**src/rtl/upsample_2x.sv**
```systemverilog
// upsample_2x: nearest-neighbour 2x upsampler; buffers one channel-interleaved line
// and replays it twice, each pixel's channel group emitted twice per pass.
module upsample_2x #(
    parameter int DATA_WIDTH  = 8,
    parameter int CHANNEL_NUM = 3,
    parameter int STRING_LEN  = 4
) (
    input  logic                  clk,
    input  logic                  reset,
    input  logic                  valid_i,
    input  logic [DATA_WIDTH-1:0] data_i,
    input  logic                  sop_i,
    input  logic                  eop_i,
    input  logic                  sof_i,
    input  logic                  eof_i,
    output logic                  ready_o,
    output logic [DATA_WIDTH-1:0] data_o,
    output logic                  data_valid_o,
    output logic                  sop_o,
    output logic                  eop_o,
    output logic                  sof_o,
    output logic                  eof_o
);
    localparam int N  = CHANNEL_NUM * STRING_LEN;
    localparam int AW = N > 1 ? $clog2(N) : 1;
    localparam int PW = STRING_LEN > 1 ? $clog2(STRING_LEN) : 1;
    localparam int CW = CHANNEL_NUM > 1 ? $clog2(CHANNEL_NUM) : 1;

    typedef enum logic [1:0] {FILL, EMIT0, EMIT1} state_t;
    state_t state, state_nx;

    logic [DATA_WIDTH-1:0] mem [N];
    logic [AW-1:0] wr_cnt, wr_addr, rd_addr;
    logic [PW-1:0] p;
    logic [CW-1:0] c;
    logic r, sof_flag, eof_flag;
    logic accept, resync, line_done, emit, c_last, first, last;
    logic unused_eop;

    // line length is defined purely by the sample count
    assign unused_eop = eop_i;
    assign ready_o    = state == FILL && !reset;
    assign accept     = valid_i && ready_o;
    assign resync     = sop_i && wr_cnt != '0;
    assign wr_addr    = resync ? '0 : wr_cnt;
    assign line_done  = accept && !resync && wr_cnt == AW'(N - 1);
    assign emit       = state != FILL;
    assign c_last     = c == CW'(CHANNEL_NUM - 1);
    assign first      = c == '0 && !r && p == '0;
    assign last       = c_last && r && p == PW'(STRING_LEN - 1);
    assign rd_addr    = AW'(p) * AW'(CHANNEL_NUM) + AW'(c);

    always_comb begin
        state_nx = state;
        if (state == FILL && line_done)
            state_nx = EMIT0;
        else if (state == EMIT0 && last)
            state_nx = EMIT1;
        else if (state == EMIT1 && last)
            state_nx = FILL;
    end

    always_ff @(posedge clk or posedge reset)
        if (reset)
            state <= FILL;
        else
            state <= state_nx;

    always_ff @(posedge clk or posedge reset) begin
        if (reset) begin
            wr_cnt   <= '0;
            sof_flag <= 1'b0;
            eof_flag <= 1'b0;
            p        <= '0;
            r        <= 1'b0;
            c        <= '0;
        end else begin
            if (accept) begin
                wr_cnt   <= resync ? AW'(1) : line_done ? '0 : wr_cnt + 1'b1;
                sof_flag <= (resync ? 1'b0 : sof_flag) | sof_i;
                eof_flag <= eof_flag | eof_i;
            end
            if (state == EMIT1 && last) begin
                sof_flag <= 1'b0;
                eof_flag <= 1'b0;
            end
            // channel innermost, then repeat, then pixel
            if (emit) begin
                c <= c_last ? '0 : c + 1'b1;
                r <= r ^ c_last;
                if (c_last && r)
                    p <= last ? '0 : p + 1'b1;
            end
        end
    end

    always_ff @(posedge clk or posedge reset) begin
        if (reset) begin
            data_o       <= '0;
            data_valid_o <= 1'b0;
            sop_o        <= 1'b0;
            eop_o        <= 1'b0;
            sof_o        <= 1'b0;
            eof_o        <= 1'b0;
        end else begin
            data_o       <= emit ? mem[rd_addr] : '0;
            data_valid_o <= emit;
            sop_o        <= emit && first;
            eop_o        <= emit && last;
            sof_o        <= state == EMIT0 && first && sof_flag;
            eof_o        <= state == EMIT1 && last && eof_flag;
        end
    end

    always_ff @(posedge clk)
        if (accept)
            mem[wr_addr] <= data_i;
endmodule

```
**config.mk**
```make
export PLATFORM = sky130hd
export DESIGN_NAME = upsample_2x
export DESIGN_NICKNAME = d
export VERILOG_FILES = /design/src/rtl/upsample_2x.sv
export SDC_FILE = /design/constraint.sdc
export NUM_CORES = 1
export LEC_CHECK = 0
export CELL_PAD_IN_SITES_DETAIL_PLACEMENT = 1
export CELL_PAD_IN_SITES_GLOBAL_PLACEMENT = 2
export CORE_MARGIN = 5
export CORE_UTILIZATION = 48
export CTS_CLUSTER_SIZE = 24
export DETAILED_ROUTE_END_ITERATION = 10
export GPL_TIMING_DRIVEN = 0
export PLACE_DENSITY_LB_ADDON = 0.1
export SLEW_MARGIN = 20
export SYNTH_ARGS = -nofsm -noshare
export SYNTH_HDL_FRONTEND = slang
export SYNTH_SLANG_ARGS = --single-unit
export TNS_END_PERCENT = 100
```
**constraint.sdc**
```tcl
create_clock -name clk -period 6.8 [get_ports clk]
set_input_delay 1.36 -clock clk [delete_from_list [all_inputs] [get_ports clk]]
set_output_delay 1.36 -clock clk [all_outputs]
set_load 0.02 [all_outputs]
```
==> impl_metrics.py <==
metrics = {
    "run_status": {
        "status": "finished clean",
    },
    "logic_synthesis": {
        "synth-seq-cells": 122,
        "synth_warnings": 0,
        "yosysSeqAreaShare": 0.7337,
        "avgSynthCellArea_um2": 17.77,
        "synth_nets": 295,
        "postSynthCellCount": 271,
        "yosysUniqueCellTypes": 33,
        "synth_area_um2": 4816,
    },
    "setup_path": {
        "timing.critical_path.mode_cell": "clkdlybuf4s50_1",
        "arrival_ns": 2.65,
        "critPathBufInv": 2,
        "slowest_delay_ns": 0.64,
        "regToRegEndpoint": "data_o[5]",
        "worst-path-max-fanout": 3,
        "start_kind": "input port",
        "r2r-start": "c[1]",
        "cpLargestDelayFamily": "buffers and inverters",
        "cp_slowest_cell": "clkdlybuf4s50_1",
        "worst-endpoint-required_ns": 5.44,
        "critical_path_class": "in -> out",
        "r2r_slack_ns": 3.33,
        "end_kind": "output pin",
        "ff2ff_path_depth": 10,
        "path_cells": "clkdlybuf4s50_1, nor3_1, clkdlybuf4s50_1",
    },
    "cells_and_area": {
        "multiInputGateArea_um2": 1197,
        "syn_to_final_growth_pct": 21.93,
        "fillers": 896,
        "n_antenna_cell": 0,
        "final-seq-area_um2": 3533,
        "postLayoutCellArea_um2": 5872,
        "nets": 341,
        "drive_above_1_share": 0.2152,
    },
    "floorplan": {
        "die_h_um": 110.2,
        "fp.dieW_um": 110.2,
        "core_um2": 9774,
        "pin_count": 29,
        "start_util": 0.4927,
        "rows": 36,
        "die-area_um2": 12140,
    },
    "global_route": {
        "grt_pass1_vias": 2787,
        "grt_max_degree": 27,
        "antenna_found_initial": 0,
        "grt_pass1_wl_mm": 16.09,
        "grt_use_total": 0.1907,
        "grt_overflow": 0,
    },
    "timing": {
        "max_slew_margin": 0.2913,
        "fin_crit_sh": 0.5891,
        "rsz0062_at_grt": "no",
        "timing.hold.ws_ns": 0.4938,
        "max_slew.worst_pin.slew_ns": 1.063,
        "clock_skew_ns": 0.009806,
        "min_period_ns": 4.006,
        "final-setup-viol-count": 0,
        "hold_viol": 0,
        "fin_ws_ns": 2.794,
        "finalSetupTns_ns": 0,
        "fmax_mhz": 249.6,
        "drv_slew": 0,
    },
    "detailed_routing": {
        "drc_errors": 0,
        "first_pass_iters": 4,
        "drt-total-wl_mm": 10.10,
        "vias_per_cell": 5.551,
        "drt_iter0_drc": 150,
        "post_drt_wl_per_cell_um": 21.82,
        "ant_nets": 0,
        "via_count": 2570,
    },
    "clock_tree": {
        "cts_made_buffers": 17,
        "cts_num_sinks": 122,
        "cts_hold_repair.buffers": 0,
        "clk_latency_ns": 0.52,
        "ctsResizeCount": 0,
        "postCtsSetupRepairBufs": 0,
        "cts_tree": "built",
        "cts_htree_levels": 4,
        "cts_buffer_depth": 2,
        "cts_root_buffer": "clkbuf_8",
        "clkTransAtPathRegs_ns": 0.06,
    },
    "min_path": {
        "holdCritStartpoint": "eof_flag",
        "min_to": "eof_o",
        "hold_depth": 1,
        "hold_class": "reg -> reg",
    },
    "flow_run": {
        "cap_violations": 0,
    },
    "pwr": {
        "leakage_uw": 0.002093,
        "cellPowerDensity_nw_per_um2": 303.9,
        "peakVddDrop_mv": 0.1482,
    },
    "placement": {
        "gp_congestion": 0.7521,
        "preCtsSetupSlack_ns": 2.738,
        "place_area_um2": 5258,
        "hpwlAfterDp_mm": 6.560,
        "place.port_buffers": 27,
    },
}
## routing by layer
metal	global-route usage	wire length (um)
met5	0	0
met4	0.07388	104
met3	0.05416	481
met2	0.3120	5273
met1	0.2426	4245
## stage by stage
| stage | power, uW | std cells | util |
|---|---|---|---|
| after CTS | 1797 | 463 | 0.6007 |
| final | 1785 | 463 | 0.6007 |
| after global placement | 871.3 | 431 | 0.5374 |
| after detailed placement | 873.5 | 431 | 0.5379 |
| after floorplan | 848.2 | 271 | - |
| after global routing | 1844 | 463 | 0.6007 |
## worst reg2reg max path: cells and delay by family (launching register included)
family | cells | cell delay [ns]
and+or+nand+nor | 1 | 0.09
muxes | 1 | 0.43
buffers and inverters | 4 | 0.94
adders and majority gates | 3 | 1.21
DFF | 1 | 0.40
AOI/OAI and AO/OA | 1 | 0.26
## synth_stat cells (all sizes together)
library cell   n  area [um^2]
a21bo          1        10.01
a21o           2        15.01
a21oi          5        25.02
a311oi         1        8.760
a31oi          1        6.260
and2           2        12.51
and3           1        6.260
buf            7        33.78
clkbuf         4        15.01
dfrtp         26        650.6
edfxtp        96         2883
fa             2        40.04
ha             7        87.58
inv           11        41.29
mux2           2        22.52
mux4          24        540.5
nand2          9        33.78
nand2b         3        18.77
nand3          5        25.02
nand4          1        6.260
nor2          16        60.06
nor2b          8        50.05
nor3          14        75.07
nor3b          2        15.01
nor4           1        6.260
o21ai          8        40.04
o22ai          8        50.05
or2            1        6.260
or4            1        11.26
or4b           2        20.02
## cell families after synthesis
| kind of cell | after synthesis | share of synthesized area |
|---|---|---|
| AND/OR/NAND/NOR | 66 | 0.07197 |
| flip-flops | 122 | 0.7337 |
| adder cells (fa/ha/maj) | 9 | 0.02650 |
| AO/OA/AOI/OAI | 26 | 0.03222 |
| multiplexers | 26 | 0.1169 |
| buffers and inverters | 22 | 0.01870 |
## cells in the final DEF (no fill, tap or decap), drive strengths merged, types with 2 or more instances in the layout
| cell | instances |
|---|---|
| nand2b | 3 |
| mux4 | 24 |
| a21oi | 5 |
| a21o | 2 |
| nand3 | 5 |
| clkinvlp | 4 |
| mux2 | 2 |
| nor3 | 14 |
| clkbuf | 21 |
| dfrtp | 26 |
| nand2 | 9 |
| nor2 | 16 |
| buf | 7 |
| fa | 2 |
| and2 | 2 |
| nor2b | 8 |
| bufinv | 4 |
| clkdlybuf4s50 | 27 |
| ha | 7 |
| clkinv | 6 |
| edfxtp | 96 |
| o21ai | 8 |
| inv | 12 |
| or4b | 2 |
| nor3b | 2 |
| o22ai | 8 |
## layout make-up
cell class / count / area share
sequential: 122 / 0.6017
multi-input combinational: 127 / 0.2039
clock buffer: 17 / 0.07053
clock inverter: 15 / 0.03409
tap: 133 / 0.02834
buffer: 11 / 0.008310
inverter: 11 / 0.007032
timing repair buffer: 27 / 0.04603
## power by group
group	internal (uW)	switching, uW
clock network	595	332
registers	812	4.17
logic	14.7	27.3
total	1420	364
## how the worst max path moves through the flow
stage / from / endpoint / cells past startpoint
after floorplan: reset / ready_o / 1
after CTS: reset / ready_o / 3
after global placement: reset / mem[8][7] / 6
final: reset / ready_o / 3
after detailed placement: reset / mem[5][6] / 5
after global routing: reset / ready_o / 3
## sequential cells by signal, indices dropped and copies added (netlist names)
signal and flops:
c 2, data_o 8, data_valid_o 1, eof_flag 1, eof_o 1, eop_o 1
mem 96, p 2, r 1, sof_flag 1, sof_o 1, sop_o 1
state 2, wr_cnt 4
Power figures use the tool's default switching activity.
